<file path="src/rtl/alu_sequencer_if.sv">
// Handshake and datapath bundle between the instruction sequencer, the
// relay ALU and alu_sequencer; the sequencer side is 'slave'.
interface alu_sequencer_if #(
  parameter int WIDTH = 8
);
  logic             start;
  logic [2:0]       func;
  logic             dest;
  logic             cmp;
  logic [WIDTH-1:0] result_in;
  logic             carry_in;
  logic             zero_in;

  logic [2:0]       alu_func;
  logic             load_a;
  logic             load_d;
  logic             busy;
  logic             done;
  logic             err;
  logic             flag_z;
  logic             flag_c;
  logic             flag_s;

  modport master (
    output start, func, dest, cmp, result_in, carry_in, zero_in,
    input  alu_func, load_a, load_d, busy, done, err, flag_z, flag_c, flag_s
  );

  modport slave (
    input  start, func, dest, cmp, result_in, carry_in, zero_in,
    output alu_func, load_a, load_d, busy, done, err, flag_z, flag_c, flag_s
  );
endinterface

</file>
<file path="src/rtl/alu_sequencer.sv">
// Multi-cycle relay-ALU controller: DRIVE -> SETTLE -> LATCH -> DONE.
// Optional feature: define ALU_SEQ_CMP_EN for compare-only (no writeback) operations.
module alu_sequencer #(
  parameter int WIDTH         = 8,
  parameter int SETTLE_CYCLES = 8
) (
  input logic            clk,
  input logic            reset_n,
  alu_sequencer_if.slave bus
);

  localparam int SETTLE_EFF = (SETTLE_CYCLES < 1) ? 1 : SETTLE_CYCLES;
  localparam int CNT_W      = (SETTLE_CYCLES < 1) ? 1 : $clog2(SETTLE_CYCLES + 1);
  localparam logic [CNT_W-1:0] CNT_INIT = CNT_W'(SETTLE_EFF - 1);

  localparam logic [2:0] ST_IDLE   = 3'd0;
  localparam logic [2:0] ST_DRIVE  = 3'd1;
  localparam logic [2:0] ST_SETTLE = 3'd2;
  localparam logic [2:0] ST_LATCH  = 3'd3;
  localparam logic [2:0] ST_DONE   = 3'd4;

  localparam logic [2:0] F_ADD = 3'd0;
  localparam logic [2:0] F_INC = 3'd1;
  localparam logic [2:0] F_SHL = 3'd6;

  // Only the arithmetic-style functions produce a meaningful relay carry.
  function automatic logic keeps_carry(input logic [2:0] f);
    return (f == F_ADD) || (f == F_INC) || (f == F_SHL);
  endfunction

  logic [2:0]       r_state;
  logic [CNT_W-1:0] r_cnt;
  logic             r_dest;
  logic [2:0]       r_alu_func;
  logic             r_load_a;
  logic             r_load_d;
  logic             r_busy;
  logic             r_done;
  logic             r_err;
  logic             r_flag_z;
  logic             r_flag_c;
  logic             r_flag_s;

  logic [2:0]       w_state_nxt;
  logic [CNT_W-1:0] w_cnt_nxt;
  logic             w_accept;
  logic             w_wb_en;

  always_comb begin
    w_accept    = ((r_state == ST_IDLE) || (r_state == ST_DONE)) && bus.start;
    w_state_nxt = r_state;
    w_cnt_nxt   = r_cnt;
    case (r_state)
      ST_IDLE:   if (bus.start) w_state_nxt = ST_DRIVE;
      ST_DRIVE: begin
        w_state_nxt = ST_SETTLE;
        w_cnt_nxt   = CNT_INIT;
      end
      ST_SETTLE: begin
        if (r_cnt == '0) w_state_nxt = ST_LATCH;
        else             w_cnt_nxt   = r_cnt - 1'b1;
      end
      ST_LATCH:  w_state_nxt = ST_DONE;
      ST_DONE:   w_state_nxt = bus.start ? ST_DRIVE : ST_IDLE;
      default:   w_state_nxt = ST_IDLE;
    endcase
  end

`ifdef ALU_SEQ_CMP_EN
  logic r_cmp;

  always_ff @(posedge clk or negedge reset_n) begin
    if (!reset_n)      r_cmp <= 1'b0;
    else if (w_accept) r_cmp <= bus.cmp;
  end

  assign w_wb_en = ~r_cmp;
`else
  assign w_wb_en = 1'b1;
`endif

  // Every output is decoded from the next state so all of them leave a flop.
  always_ff @(posedge clk or negedge reset_n) begin
    if (!reset_n) begin
      r_state    <= ST_IDLE;
      r_cnt      <= '0;
      r_dest     <= 1'b0;
      r_alu_func <= 3'd0;
      r_load_a   <= 1'b0;
      r_load_d   <= 1'b0;
      r_busy     <= 1'b0;
      r_done     <= 1'b0;
      r_err      <= 1'b0;
      r_flag_z   <= 1'b0;
      r_flag_c   <= 1'b0;
      r_flag_s   <= 1'b0;
    end else begin
      r_state  <= w_state_nxt;
      r_cnt    <= w_cnt_nxt;
      r_busy   <= (w_state_nxt == ST_DRIVE) || (w_state_nxt == ST_SETTLE) ||
                  (w_state_nxt == ST_LATCH);
      r_done   <= (w_state_nxt == ST_DONE);
      r_err    <= r_busy && bus.start;
      r_load_a <= (w_state_nxt == ST_LATCH) && (r_state == ST_SETTLE) && w_wb_en && !r_dest;
      r_load_d <= (w_state_nxt == ST_LATCH) && (r_state == ST_SETTLE) && w_wb_en &&  r_dest;

      if (w_accept) begin
        r_dest     <= bus.dest;
        r_alu_func <= bus.func;
      end else if ((w_state_nxt == ST_IDLE) || (w_state_nxt == ST_DONE)) begin
        r_alu_func <= 3'd0;
      end

      // The relay chain has resolved by the end of LATCH; flags hold until the next one.
      if (r_state == ST_LATCH) begin
        r_flag_z <= bus.zero_in;
        r_flag_s <= bus.result_in[WIDTH-1];
        r_flag_c <= keeps_carry(r_alu_func) ? bus.carry_in : 1'b0;
      end
    end
  end

  assign bus.alu_func = r_alu_func;
  assign bus.load_a   = r_load_a;
  assign bus.load_d   = r_load_d;
  assign bus.busy     = r_busy;
  assign bus.done     = r_done;
  assign bus.err      = r_err;
  assign bus.flag_z   = r_flag_z;
  assign bus.flag_c   = r_flag_c;
  assign bus.flag_s   = r_flag_s;

endmodule

</file>
<file path="src/flat_wrapper.sv">
// flat-port wrapper written by rule: the top's interface ports become plain ports
module alu_sequencer_flat 
#(
  parameter int WIDTH         = 8,
  parameter int SETTLE_CYCLES = 8
)
  (clk, reset_n, bus_start, bus_func, bus_dest, bus_cmp, bus_result_in, bus_carry_in, bus_zero_in, bus_alu_func, bus_load_a, bus_load_d, bus_busy, bus_done, bus_err, bus_flag_z, bus_flag_c, bus_flag_s);
  alu_sequencer_if #(.WIDTH(WIDTH)) bus_i ();
  input logic clk;
  input logic reset_n;
  input wire logic [$bits(bus_i.start)-1:0] bus_start;
  input wire logic [$bits(bus_i.func)-1:0] bus_func;
  input wire logic [$bits(bus_i.dest)-1:0] bus_dest;
  input wire logic [$bits(bus_i.cmp)-1:0] bus_cmp;
  input wire logic [$bits(bus_i.result_in)-1:0] bus_result_in;
  input wire logic [$bits(bus_i.carry_in)-1:0] bus_carry_in;
  input wire logic [$bits(bus_i.zero_in)-1:0] bus_zero_in;
  output wire logic [$bits(bus_i.alu_func)-1:0] bus_alu_func;
  output wire logic [$bits(bus_i.load_a)-1:0] bus_load_a;
  output wire logic [$bits(bus_i.load_d)-1:0] bus_load_d;
  output wire logic [$bits(bus_i.busy)-1:0] bus_busy;
  output wire logic [$bits(bus_i.done)-1:0] bus_done;
  output wire logic [$bits(bus_i.err)-1:0] bus_err;
  output wire logic [$bits(bus_i.flag_z)-1:0] bus_flag_z;
  output wire logic [$bits(bus_i.flag_c)-1:0] bus_flag_c;
  output wire logic [$bits(bus_i.flag_s)-1:0] bus_flag_s;
  assign bus_i.start = bus_start;
  assign bus_i.func = bus_func;
  assign bus_i.dest = bus_dest;
  assign bus_i.cmp = bus_cmp;
  assign bus_i.result_in = bus_result_in;
  assign bus_i.carry_in = bus_carry_in;
  assign bus_i.zero_in = bus_zero_in;
  assign bus_alu_func = bus_i.alu_func;
  assign bus_load_a = bus_i.load_a;
  assign bus_load_d = bus_i.load_d;
  assign bus_busy = bus_i.busy;
  assign bus_done = bus_i.done;
  assign bus_err = bus_i.err;
  assign bus_flag_z = bus_i.flag_z;
  assign bus_flag_c = bus_i.flag_c;
  assign bus_flag_s = bus_i.flag_s;
  alu_sequencer #(.WIDTH(WIDTH), .SETTLE_CYCLES(SETTLE_CYCLES)) u_core (.clk(clk), .reset_n(reset_n), .bus(bus_i));
endmodule
</file>
<file path="config.mk">
export PLATFORM = sky130hd
export DESIGN_NAME = alu_sequencer_flat
export DESIGN_NICKNAME = d
export VERILOG_FILES = /design/src/rtl/alu_sequencer_if.sv /design/src/rtl/alu_sequencer.sv /design/src/flat_wrapper.sv
export SDC_FILE = /design/constraint.sdc
export NUM_CORES = 1
export LEC_CHECK = 0
export CAP_MARGIN = 15
export CORE_MARGIN = 2
export CORE_UTILIZATION = 47
export CTS_BUF_LIST = sky130_fd_sc_hd__clkbuf_4
export CTS_CLUSTER_SIZE = 8
export DETAILED_ROUTE_END_ITERATION = 8
export GPL_TIMING_DRIVEN = 0
export HOLD_SLACK_MARGIN = 0.15
export PLACE_DENSITY = 0.81
export SLEW_MARGIN = 20
export SYNTH_ARGS = -nofsm -noshare
export SYNTH_HDL_FRONTEND = slang
export SYNTH_SLANG_ARGS = --single-unit
</file>
<file path="constraint.sdc">
create_clock -name clk -period 2.24 [get_ports clk]
set_clock_uncertainty 0.15 [all_clocks]
set_input_delay 0.448 -clock clk [delete_from_list [all_inputs] [get_ports clk]]
set_output_delay 0.448 -clock clk [all_outputs]
set_load 0.05 [all_outputs]
</file>
==> results.toml <==
[sta]
max_slew_margin_pct = 43.8
setup_violations = 0
drv_slew = 0
min_period_ns = 2.14
fmax_mhz = 467
post-route-period-util_pct = 95.5
hold_viol = 0
tightest_slew_ns = 0.840
tns_ns = 0
rsz0062_at_grt = "no"

[die]
fp.dieH_um = 47.6
initial_core_util_pct = 50.6
rows = 15
dieArea_mm2 = 0.00227
die_w_um = 47.6
coreArea_mm2 = 0.00176
ios = 29

[clock_network]
cts.sink_count = 19
clock-root-buffer = "clkbuf_4"
cts_setup_buffers = 0
htree_levels = 1
cts_made_buffers = 3
clk_latency_ns = 0.28
cts_tree = "built"
ctsHoldBuffers = 0
clockBufferDepth = 2
clk_pin_slew_worst_paths_ns = 0.10
ctsResizeCount = 0

[routing]
drcViolationCount = 0
routedWlPerCell_um = 13.7
drt-pass1-iter-count = 4
vias = 694
routed_wl_mm = 1.81
ant_nets = 0
dr.first_iter.drc_count = 6
viasPerCell = 5.26

[grt]
antenna_found_initial = 0
track_usage_pct = 17.5
gr-total-overflow = 0
grt_first_pass_wirelength_mm = 2.73
grt_pass1_vias = 657
grt_start_max_net_pins = 20

[synth]
syn_avg_cell_area_um2 = 10.8
yosys.area.top_type_share_pct = 53.2
yosysSeqAreaShare_pct = 53.2
yosysMostFrequentCell = "dfrtp_1"
syn-cell-area_um2 = 893
ys.flop_type = "dfrtp_1"
async_flop_share_pct = 100
synth_cell_types = 33
ys_ff_latch = 19
synth_area_leaders = "dfrtp_1 (53%), nor2_1 (3.8%), mux2_2 (3.8%), a221oi_1 (2.9%), a22o_1 (2.9%)"
synth-edff-count = 0
yosysTopAreaCell = "dfrtp_1"
ys_warn_count = 0
synth_commonest_cells = "dfrtp_1 (19), nor2_1 (9), inv_1 (5)"
synth_fp_nets = 102
syn_inst = 83

[worst_setup_path]
worstSetupEndpointType = "output pin"
path_max_fanout = 5
cp_data_required_time_ns = 1.64
regToRegStartpoint = "u_core.r_cnt[0]"
cp.depth = 1
crit_arrival_ns = 1.54
slowest_delay_ns = 0.84
path_class = "reg -> out"
cp_cell_sequence = "clkdlybuf4s50_1"
endpoint = "bus_alu_func[2]"
r2r_cells = 5
path_buf_inv = 1
r2r-end = "u_core.r_cnt[0]"
crit_family = "buffers and inverters"
r2r_slack_ns = 0.55
cp-startpoint = "u_core.bus.alu_func[2]"
cp_slowest_cell = "clkdlybuf4s50_1"
startpoint_type = "flip-flop"

[run_status]
outcome = "finished clean"

[power_and_ir_drop]
power_density_mw_per_mm2 = 1450
ir_worst_vdd_mv = 0.728
power.leakage_nw = 0.514

[final_layout]
fillers = 148
finalNetCount = 127
num_antenna_cells = 0
layout-drive-gt1-share_pct = 15.0
syn_to_final_growth_pct = 29.3
fin_area_mm2 = 0.00115

[place]
hpwl_mm = 1.36
placed_area_mm2 = 0.00112
place.gp.congestion = 0.795
portBuffers = 20

[hold_path]
worstHoldPathType = "reg -> reg"

[flow_run]
max_cap_viol_count = 0
[where the power goes]
group          switching, mW  internal (mW)  total (mW)
logic                  0.533          0.371       0.904
registers              0.118          0.472       0.590
clock network         0.0981         0.0812       0.179
[flip-flops by register name, indices dropped and copies added, names as in the netlist]
signal               flops
u_core.bus.busy          1
u_core.r_dest            1
u_core.bus.load_a        1
u_core.bus.load_d        1
u_core.bus.done          1
u_core.r_cnt             4
u_core.bus.alu_func      3
u_core.r_state           3
u_core.bus.flag_z        1
u_core.bus.flag_s        1
u_core.bus.flag_c        1
u_core.bus.err           1
[worst reg2reg max path, stage by stage (launching register included)]
cell and delay, ns:
dfrtp_1 0.45, inv_1 0.09, ha_1 0.20, or3b_1 0.38, a31o_1 0.24, a2bb2oi_2 0.12
[cell type report]
class / instances / area (µm²) / share of cell area, %
plain buffers: 4 / 25.0 / 2.17
repair buffers: 20 / 200 / 17.3
inverters: 5 / 18.8 / 1.63
clock buffers: 4 / 30.0 / 2.60
well taps: 25 / 31.3 / 2.71
flip-flops and latches: 19 / 475 / 41.2
multi-input cells: 55 / 374 / 32.4
[worst min-delay path by stage]
stage | from | end | cells after the start
final | u_core.r_dest | u_core.bus.load_a | 1
after global routing | u_core.r_dest | u_core.bus.load_a | 1
after CTS | u_core.r_dest | u_core.bus.load_a | 1
after detailed placement | u_core.r_dest | u_core.bus.load_a | 1
after global placement | u_core.r_dest | u_core.bus.load_a | 1
after floorplan | reset_n | u_core.bus.alu_func[0] | 0
[placed cells by master, fill, tap and decap left out, types with 2 or more instances in the layout]
cell             synthesis  final
nand3_1                  3      3
buf_4                    2      2
clkdlybuf4s50_1          0     20
inv_1                    5      5
nor2b_1                  3      3
nand2_1                  4      4
clkbuf_4                 0      4
nor2_1                   9      9
a221oi_1                 3      3
dfrtp_1                 19     19
a21oi_1                  3      3
buf_2                    2      2
a22o_1                   3      3
mux2_2                   3      3
o21ai_0                  4      4
[routing by layer]
layer  vias up  global-route usage, %  share of wire [%]
li1        341                      -                  -
met1       340                   22.2                 45
met2        11                   29.7                 52
met3         2                   2.26                2.7
met4         0                   8.11               0.66
met5         -                      0                  0
[stage by stage]
| stage | std cells | hold WS (ns) | total power [mW] | utilization (%) | worst slack, ns |
|---|---|---|---|---|---|
| 2_1_floorplan | 83 | 0.00241 | 1.24 | - | 0.666 |
| 3_3_place_gp | 128 | 0.283 | 1.47 | 63.8 | 0.447 |
| 3_5_place_dp | 128 | 0.314 | 1.50 | 63.8 | 0.435 |
| 4_1_cts | 132 | 0.328 | 1.68 | 65.5 | 0.0967 |
| 5_1_grt | 132 | 0.347 | 1.79 | 65.5 | 0.0486 |
| 6_report | 132 | 0.328 | 1.67 | 65.5 | 0.101 |
[kinds of logic (layout without fill, tap and decap cells)]
family,after synthesis,count (layout),share of synthesized area (%)
XOR/XNOR,1,1,0.981
multiplexers,3,3,3.78
flip-flops,19,19,53.2
AO/OA/AOI/OAI,19,19,16.9
adder cells (fa/ha/maj),1,1,1.40
buffers and inverters,9,33,4.90
AND/OR/NAND/NOR,31,31,18.8
(Power assumes the default switching activity.)
